File: src/rtl/tl_pkg.sv
// Shared TileLink-UL widths, opcodes and beat layouts for the queued buffer.
package tl_pkg;

  localparam int TL_ADDR_W = 32;
  localparam int TL_DATA_W = 64;
  localparam int TL_SIZE_W = 4;
  localparam int TL_SINK_W = 3;
  localparam int TL_MASK_W = TL_DATA_W / 8;

  localparam logic [2:0] A_PUT_FULL         = 3'd0;
  localparam logic [2:0] A_PUT_PARTIAL      = 3'd1;
  localparam logic [2:0] A_GET              = 3'd4;
  localparam logic [2:0] D_ACCESS_ACK       = 3'd0;
  localparam logic [2:0] D_ACCESS_ACK_DATA  = 3'd1;

  typedef struct packed {
    logic [2:0]           opcode;
    logic [TL_SIZE_W-1:0] size;
    logic [TL_ADDR_W-1:0] address;
    logic [TL_MASK_W-1:0] mask;
    logic [TL_DATA_W-1:0] data;
  } a_beat_t;

  typedef struct packed {
    logic [2:0]           opcode;
    logic [1:0]           param;
    logic [TL_SIZE_W-1:0] size;
    logic [TL_SINK_W-1:0] sink;
    logic                 denied;
    logic [TL_DATA_W-1:0] data;
    logic                 corrupt;
  } d_beat_t;

  // A zero-depth queue still gets a 1-bit count port (tied to 0).
  function automatic int cnt_w(input int depth);
    return (depth > 0) ? $clog2(depth + 1) : 1;
  endfunction

  function automatic int a_beat_w(input int addr_w, input int data_w, input int size_w);
    return 3 + size_w + addr_w + data_w / 8 + data_w;
  endfunction

  function automatic int d_beat_w(input int data_w, input int size_w, input int sink_w);
    return 3 + 2 + size_w + sink_w + 1 + data_w + 1;
  endfunction

endpackage

File: src/rtl/tl_buffer_queued_queue.sv
// Generic elastic queue with optional flow-through and pipe modes; depth 0 is a plain wire.
module tl_queue
  import tl_pkg::*;
#(
  parameter int DEPTH = 2,
  parameter int FLOW  = 0,
  parameter int PIPE  = 0,
  parameter int W     = 8
) (
  input  logic                      clock,
  input  logic                      reset,
  input  logic                      enq_valid,
  output logic                      enq_ready,
  input  logic [W-1:0]              enq_bits,
  output logic                      deq_valid,
  input  logic                      deq_ready,
  output logic [W-1:0]              deq_bits,
  output logic [cnt_w(DEPTH)-1:0]   count
);

  localparam int CNT_W = cnt_w(DEPTH);
  localparam int PTR_W = (DEPTH > 1) ? $clog2(DEPTH) : 1;

  function automatic logic [PTR_W-1:0] ptr_inc(input logic [PTR_W-1:0] p);
    return (p == PTR_W'(DEPTH - 1)) ? '0 : p + 1'b1;
  endfunction

  if (DEPTH == 0) begin : g_wire
    assign enq_ready = deq_ready;
    assign deq_valid = enq_valid;
    assign deq_bits  = enq_bits;
    assign count     = '0;
  end else begin : g_store
    logic [W-1:0]     mem [DEPTH];
    logic [PTR_W-1:0] enq_ptr;
    logic [PTR_W-1:0] deq_ptr;
    logic             maybe_full;
    logic             ptr_match;
    logic             empty;
    logic             full;
    logic             enq_fire;
    logic             deq_fire;
    logic             bypass;
    logic             do_enq;
    logic             do_deq;

    assign ptr_match = (enq_ptr == deq_ptr);
    assign empty     = ptr_match & ~maybe_full;
    assign full      = ptr_match & maybe_full;

    assign enq_ready = ~full | ((PIPE != 0) & deq_ready);
    assign deq_valid = ~empty | ((FLOW != 0) & enq_valid);

    // Empty without flow drives zeros so unwritten storage never leaks onto the payload.
    always_comb begin
      deq_bits = mem[deq_ptr];
      if (empty) deq_bits = (FLOW != 0) ? enq_bits : '0;
    end

    assign enq_fire = enq_valid & enq_ready;
    assign deq_fire = deq_valid & deq_ready;

    // A flow-through beat is consumed downstream in the same cycle and never touches storage.
    assign bypass = (FLOW != 0) & empty & deq_ready;
    assign do_enq = enq_fire & ~bypass;
    assign do_deq = deq_fire & ~((FLOW != 0) & empty);

    always_ff @(posedge clock) begin
      if (reset) begin
        enq_ptr    <= '0;
        deq_ptr    <= '0;
        maybe_full <= 1'b0;
      end else begin
        if (do_enq) enq_ptr <= ptr_inc(enq_ptr);
        if (do_deq) deq_ptr <= ptr_inc(deq_ptr);
        if (do_enq != do_deq) maybe_full <= do_enq;
      end
    end

    always_ff @(posedge clock) begin
      if (do_enq) mem[enq_ptr] <= enq_bits;
    end

    always_comb begin
      count = '0;
      if (full) begin
        count = CNT_W'(DEPTH);
      end else if (enq_ptr >= deq_ptr) begin
        count = CNT_W'(enq_ptr - deq_ptr);
      end else begin
        count = CNT_W'(DEPTH - int'(deq_ptr) + int'(enq_ptr));
      end
    end
  end

endmodule

File: src/rtl/tl_buffer_queued.sv
// TileLink-UL link buffer: one queue on the A (request) path and one on the D (response) path.
module tl_buffer_queued
  import tl_pkg::*;
#(
  parameter int A_DEPTH = 2,
  parameter int D_DEPTH = 2,
  parameter int A_FLOW  = 0,
  parameter int D_FLOW  = 0,
  parameter int A_PIPE  = 0,
  parameter int D_PIPE  = 0,
  parameter int ADDR_W  = TL_ADDR_W,
  parameter int DATA_W  = TL_DATA_W,
  parameter int SIZE_W  = TL_SIZE_W,
  parameter int SINK_W  = TL_SINK_W
) (
  input  logic                        clock,
  input  logic                        reset,

  output logic                        auto_in_a_ready,
  input  logic                        auto_in_a_valid,
  input  logic [2:0]                  auto_in_a_bits_opcode,
  input  logic [SIZE_W-1:0]           auto_in_a_bits_size,
  input  logic [ADDR_W-1:0]           auto_in_a_bits_address,
  input  logic [DATA_W/8-1:0]         auto_in_a_bits_mask,
  input  logic [DATA_W-1:0]           auto_in_a_bits_data,

  input  logic                        auto_in_d_ready,
  output logic                        auto_in_d_valid,
  output logic [2:0]                  auto_in_d_bits_opcode,
  output logic [1:0]                  auto_in_d_bits_param,
  output logic [SIZE_W-1:0]           auto_in_d_bits_size,
  output logic [SINK_W-1:0]           auto_in_d_bits_sink,
  output logic                        auto_in_d_bits_denied,
  output logic [DATA_W-1:0]           auto_in_d_bits_data,
  output logic                        auto_in_d_bits_corrupt,

  input  logic                        auto_out_a_ready,
  output logic                        auto_out_a_valid,
  output logic [2:0]                  auto_out_a_bits_opcode,
  output logic [SIZE_W-1:0]           auto_out_a_bits_size,
  output logic [ADDR_W-1:0]           auto_out_a_bits_address,
  output logic [DATA_W/8-1:0]         auto_out_a_bits_mask,
  output logic [DATA_W-1:0]           auto_out_a_bits_data,

  output logic                        auto_out_d_ready,
  input  logic                        auto_out_d_valid,
  input  logic [2:0]                  auto_out_d_bits_opcode,
  input  logic [1:0]                  auto_out_d_bits_param,
  input  logic [SIZE_W-1:0]           auto_out_d_bits_size,
  input  logic [SINK_W-1:0]           auto_out_d_bits_sink,
  input  logic                        auto_out_d_bits_denied,
  input  logic [DATA_W-1:0]           auto_out_d_bits_data,
  input  logic                        auto_out_d_bits_corrupt,

  output logic [cnt_w(A_DEPTH)-1:0]   a_count,
  output logic [cnt_w(D_DEPTH)-1:0]   d_count
);

  localparam int A_W = a_beat_w(ADDR_W, DATA_W, SIZE_W);
  localparam int D_W = d_beat_w(DATA_W, SIZE_W, SINK_W);

  logic [A_W-1:0] a_enq_bits;
  logic [A_W-1:0] a_deq_bits;
  logic [D_W-1:0] d_enq_bits;
  logic [D_W-1:0] d_deq_bits;

  // Field order matches a_beat_t / d_beat_t so the default build lines up with the package types.
  assign a_enq_bits = {auto_in_a_bits_opcode, auto_in_a_bits_size, auto_in_a_bits_address,
                       auto_in_a_bits_mask, auto_in_a_bits_data};
  assign {auto_out_a_bits_opcode, auto_out_a_bits_size, auto_out_a_bits_address,
          auto_out_a_bits_mask, auto_out_a_bits_data} = a_deq_bits;

  assign d_enq_bits = {auto_out_d_bits_opcode, auto_out_d_bits_param, auto_out_d_bits_size,
                       auto_out_d_bits_sink, auto_out_d_bits_denied, auto_out_d_bits_data,
                       auto_out_d_bits_corrupt};
  assign {auto_in_d_bits_opcode, auto_in_d_bits_param, auto_in_d_bits_size,
          auto_in_d_bits_sink, auto_in_d_bits_denied, auto_in_d_bits_data,
          auto_in_d_bits_corrupt} = d_deq_bits;

  tl_queue #(
    .DEPTH (A_DEPTH),
    .FLOW  (A_FLOW),
    .PIPE  (A_PIPE),
    .W     (A_W)
  ) u_a_queue (
    .clock     (clock),
    .reset     (reset),
    .enq_valid (auto_in_a_valid),
    .enq_ready (auto_in_a_ready),
    .enq_bits  (a_enq_bits),
    .deq_valid (auto_out_a_valid),
    .deq_ready (auto_out_a_ready),
    .deq_bits  (a_deq_bits),
    .count     (a_count)
  );

  // Responses travel manager -> client, so the D queue enqueues from the out side.
  tl_queue #(
    .DEPTH (D_DEPTH),
    .FLOW  (D_FLOW),
    .PIPE  (D_PIPE),
    .W     (D_W)
  ) u_d_queue (
    .clock     (clock),
    .reset     (reset),
    .enq_valid (auto_out_d_valid),
    .enq_ready (auto_out_d_ready),
    .enq_bits  (d_enq_bits),
    .deq_valid (auto_in_d_valid),
    .deq_ready (auto_in_d_ready),
    .deq_bits  (d_deq_bits),
    .count     (d_count)
  );

endmodule

File: config.mk
export PLATFORM = sky130hd
export DESIGN_NAME = tl_buffer_queued
export DESIGN_NICKNAME = d
export VERILOG_FILES = /design/src/rtl/tl_pkg.sv /design/src/rtl/tl_buffer_queued_queue.sv /design/src/rtl/tl_buffer_queued.sv
export SDC_FILE = /design/constraint.sdc
export NUM_CORES = 1
export LEC_CHECK = 0
export BUFFER_PORTS_ARGS = -buffer_cell sky130_fd_sc_hd__buf_2
export CAP_MARGIN = 0
export CORE_MARGIN = 2
export CORE_UTILIZATION = 42
export CTS_CLUSTER_DIAMETER = 40
export DETAILED_ROUTE_END_ITERATION = 16
export PLACE_DENSITY = 0.66
export SLEW_MARGIN = 25
export SYNTH_ARGS = -nofsm -noshare
export SYNTH_HDL_FRONTEND = slang
export SYNTH_SLANG_ARGS = --single-unit
File: constraint.sdc
create_clock -name clock -period 5.4 [get_ports clock]
set_input_delay 0.54 -clock clock [delete_from_list [all_inputs] [get_ports clock]]
set_output_delay 0.54 -clock clock [all_outputs]
set_load 0.02 [all_outputs]
==> metrics.log <==
[metrics] run status: finished clean
[metrics] Setup TNS: 0 ns
[metrics] worst setup timing slack at the placement stage: 2.55 ns
[metrics] Yosys top cell by area: sky130_fd_sc_hd__edfxtp_1
[metrics] post-synthesis cell count: 855
[metrics] IO Pins: 392
[metrics] average instance area after synthesis: 17.2 um^2
[metrics] CP max stage delay: 0.42 ns
[metrics] leakage power of the design: 7.20 nW
[metrics] Synth cell types: 20
[metrics] sequential cell area: 11500 um^2
[metrics] sequential share of the synthesized area: 78.5%
[metrics] multi-input gate area in the final layout: 2860 um^2
[metrics] wire length of the first global-routing pass: 46300 um
[metrics] Num Clock Sinks: 386
[metrics] required arrival time at the worst endpoint: 4.86 ns
[metrics] post-layout util: 54.1%
[metrics] highest net fanout along the worst path: 104
[metrics] placed standard-cell area: 17100 um^2
[metrics] cts bufs inserted: 48
[metrics] area added between synthesis and finish: 27.1%
[metrics] drt wl/cell: 17.8 um
[metrics] Total Routed Length: 31500 um
[metrics] DRC violation total after the first TritonRoute iteration: 506
[metrics] Max clock buf depth: 3
[metrics] worst hold slack across all endpoints: 0.179 ns
[metrics] setup slack after layout: 2.31 ns
[metrics] kind of start point of the critical path: flop
[metrics] time the worst path needs with I/O delays and setup: 3.09 ns
[metrics] Worst setup EP type: primary output
[metrics] slowest cell on the critical path: sky130_fd_sc_hd__buf_12
[metrics] Final setup viols: 0
[metrics] layout cell share with drive strength beyond 1: 37.4%
[metrics] CP Class: reg -> out
[metrics] DRC violation count after routing: 0
[metrics] clock latency at the later pin of the worst-skew pair: 0.54 ns
[metrics] area share of the largest cell type after synthesis: 77.4%
[metrics] filler cell count: 2818
[metrics] crit path cell chain: inv_1, ha_1, nor2b_4, buf_12, nor2_1, buf_2
[metrics] Root Buffer: sky130_fd_sc_hd__clkbuf_16
[metrics] DP Wirelength: 21100 um
[metrics] arrival time reported for the critical path endpoint: 2.55 ns
[metrics] maximum resistive drop on vdd: 0.353 mV
[metrics] worst slew slack as a fraction of its limit: 42.8%
[metrics] most frequent cells in the layout: sky130_fd_sc_hd__buf_2 (391), sky130_fd_sc_hd__edfxtp_1 (378), sky130_fd_sc_hd__nor2_1 (191)
[metrics] number of rows in the core area: 68
[metrics] top area cells in the synthesized netlist: sky130_fd_sc_hd__edfxtp_1 (77%), sky130_fd_sc_hd__mux2i_1 (13%), sky130_fd_sc_hd__nor2_1 (4.9%)
[metrics] PortBufs: 391
[metrics] share of the clock period used by the worst path after layout: 57.2%
[metrics] Post-Syn Nets: 1054
[metrics] count of max-cap constraint violations: 0
[metrics] antenna violations before repair: 9
[metrics] Resized cells post-CTS: 0
[metrics] number of vias per cell: 4.74
[metrics] worst hold path type: in -> reg
[metrics] number of flip-flops and latches in the synthesized netlist: 386
[metrics] die extent in x: 191 um
[metrics] Least-Margin Pin Slew: 0.858 ns
[metrics] final number of hold-violating endpoints: 0
[metrics] First-pass DRT Iterations: 4
[metrics] Slew Limit Fails: 0
[metrics] most common cell after layout, fill and taps aside: sky130_fd_sc_hd__buf_2
[metrics] via count of the first global-routing pass: 8343
[metrics] Die Y: 191 um
[metrics] Die Area: 36400 um^2
[metrics] nets@finish: 1462
[metrics] Synth warnings: 0
[metrics] power density cells: 460 nW/um^2
[metrics] unrepaired setup endpoints after global routing: no
[metrics] CTS clk-pin slew, worst paths: 0.06 ns
[metrics] All-Layer GR Usage: 16.6%
[metrics] number of post-CTS setup repair buffers: 0
[metrics] H-tree depth reported by CTS: 2
[metrics] total via count in the routed design: 8351
[metrics] final standard cell area without fillers: 18600 um^2
[metrics] clock tree from TritonCTS: done
[metrics] remaining antenna violation count after routing: 0
[metrics] pin count of the biggest net entering global routing: 105
[metrics] final weighted congestion in routability-driven placement: 0.758
[metrics] leftover overflow at the end of global routing: 0
[metrics] area of the mapped netlist: 14700 um^2
[metrics] number of hold buffers added after cts: 0
[metrics] core area: 34500 um^2
[metrics] achievable frequency: 324 MHz
[metrics] Initial Util: 42.6%
[metrics] Clock Skew: 0.0117 ns
-- synth_stat cells, drive strengths merged --
master,instances
edfxtp,378
nor2,191
mux2i,189
buf,41
inv,10
dfxtp,8
o21ai,8
a21oi,6
and2,4
clkbuf,4
ha,4
nor2b,4
a21boi,2
nand2,2
or3,2
xnor2,2
-- final timing paths --
| check | start | endpoint | slack, ns | cells past startpoint |
|---|---|---|---|---|
| max | u_a_queue.g_store.enq_ptr | auto_out_a_bits_data[53] | 2.31 | 6 |
| min | auto_in_a_bits_data[50] | u_a_queue.g_store.mem[1][50] | 0.18 | 1 |
| max reg2reg | u_a_queue.g_store.enq_ptr | u_a_queue.g_store.mem[0][95] | 2.57 | 5 |
| min reg2reg | u_a_queue.g_store.deq_ptr | flop | 0.55 | 2 |
-- logic make-up after synthesis --
| family | count (synthesis) | synth area share [%] |
|---|---|---|
| AO/OA/AOI/OAI | 16 | 0.580 |
| XOR/XNOR | 2 | 0.119 |
| adder cells (fa/ha/maj) | 4 | 0.341 |
| buffers and inverters | 55 | 2.14 |
| flip-flops | 386 | 78.5 |
| multiplexers | 189 | 12.9 |
| AND/OR/NAND/NOR | 203 | 5.47 |
-- per-layer routing --
metal / global-route usage [%] / vias to the layer above / part of all wire, %
met5: 0 / - / 0.17
met4: 4.62 / 10 / 1.8
met3: 7.89 / 52 / 12
met2: 26.6 / 349 / 46
met1: 20.2 / 3951 / 41
li1: - / 3989 / -
-- final cells by class --
| cell class | count | area share [%] |
|---|---|---|
| Sequential cell | 386 | 61.8 |
| Multi-Input combinational cell | 414 | 15.3 |
| Timing Repair Buffer | 403 | 11.1 |
| Clock buffer | 58 | 6.87 |
| Tap cell | 455 | 3.05 |
| Clock inverter | 30 | 1.58 |
| Inverter | 10 | 0.201 |
| Antenna cell | 6 | 0.0805 |
-- through the flow --
stage	instances	power, W
after CTS	1756	0.00869
final	1762	0.00858
after detailed placement	1668	0.00560
after global placement	1668	0.00558
after floorplan	855	0.00496
after global routing	1756	0.00893
-- critical path: cells and delay by family (launching register included) --
family	cells	cell delay, ns
fa+ha+maj	1	0.34
buf+inv	3	0.69
flops	1	0.36
simple gates	2	0.54
-- registers in the layout, summed over array words and instances (netlist names), named ones only --
name and cells:
u_a_queue.g_store.maybe_full 1, u_d_queue.g_store.mem 156, u_d_queue.g_store.deq_ptr 1, u_d_queue.g_store.maybe_full 1
u_a_queue.g_store.enq_ptr 1, u_d_queue.g_store.enq_ptr 1, u_a_queue.g_store.deq_ptr 1, u_a_queue.g_store.mem 222
-- where the power goes --
group	total [W]	leakage, nW	internal (W)	switching [W]
combinational	0.00180	2.83	0.000580	0.00122
sequential	0.00370	3.59	0.00360	0.0000958
clock	0.00308	0.771	0.00186	0.00121
total	0.00858	7.20	0.00605	0.00253
Note: power is estimated with default switching activity, not from simulation.
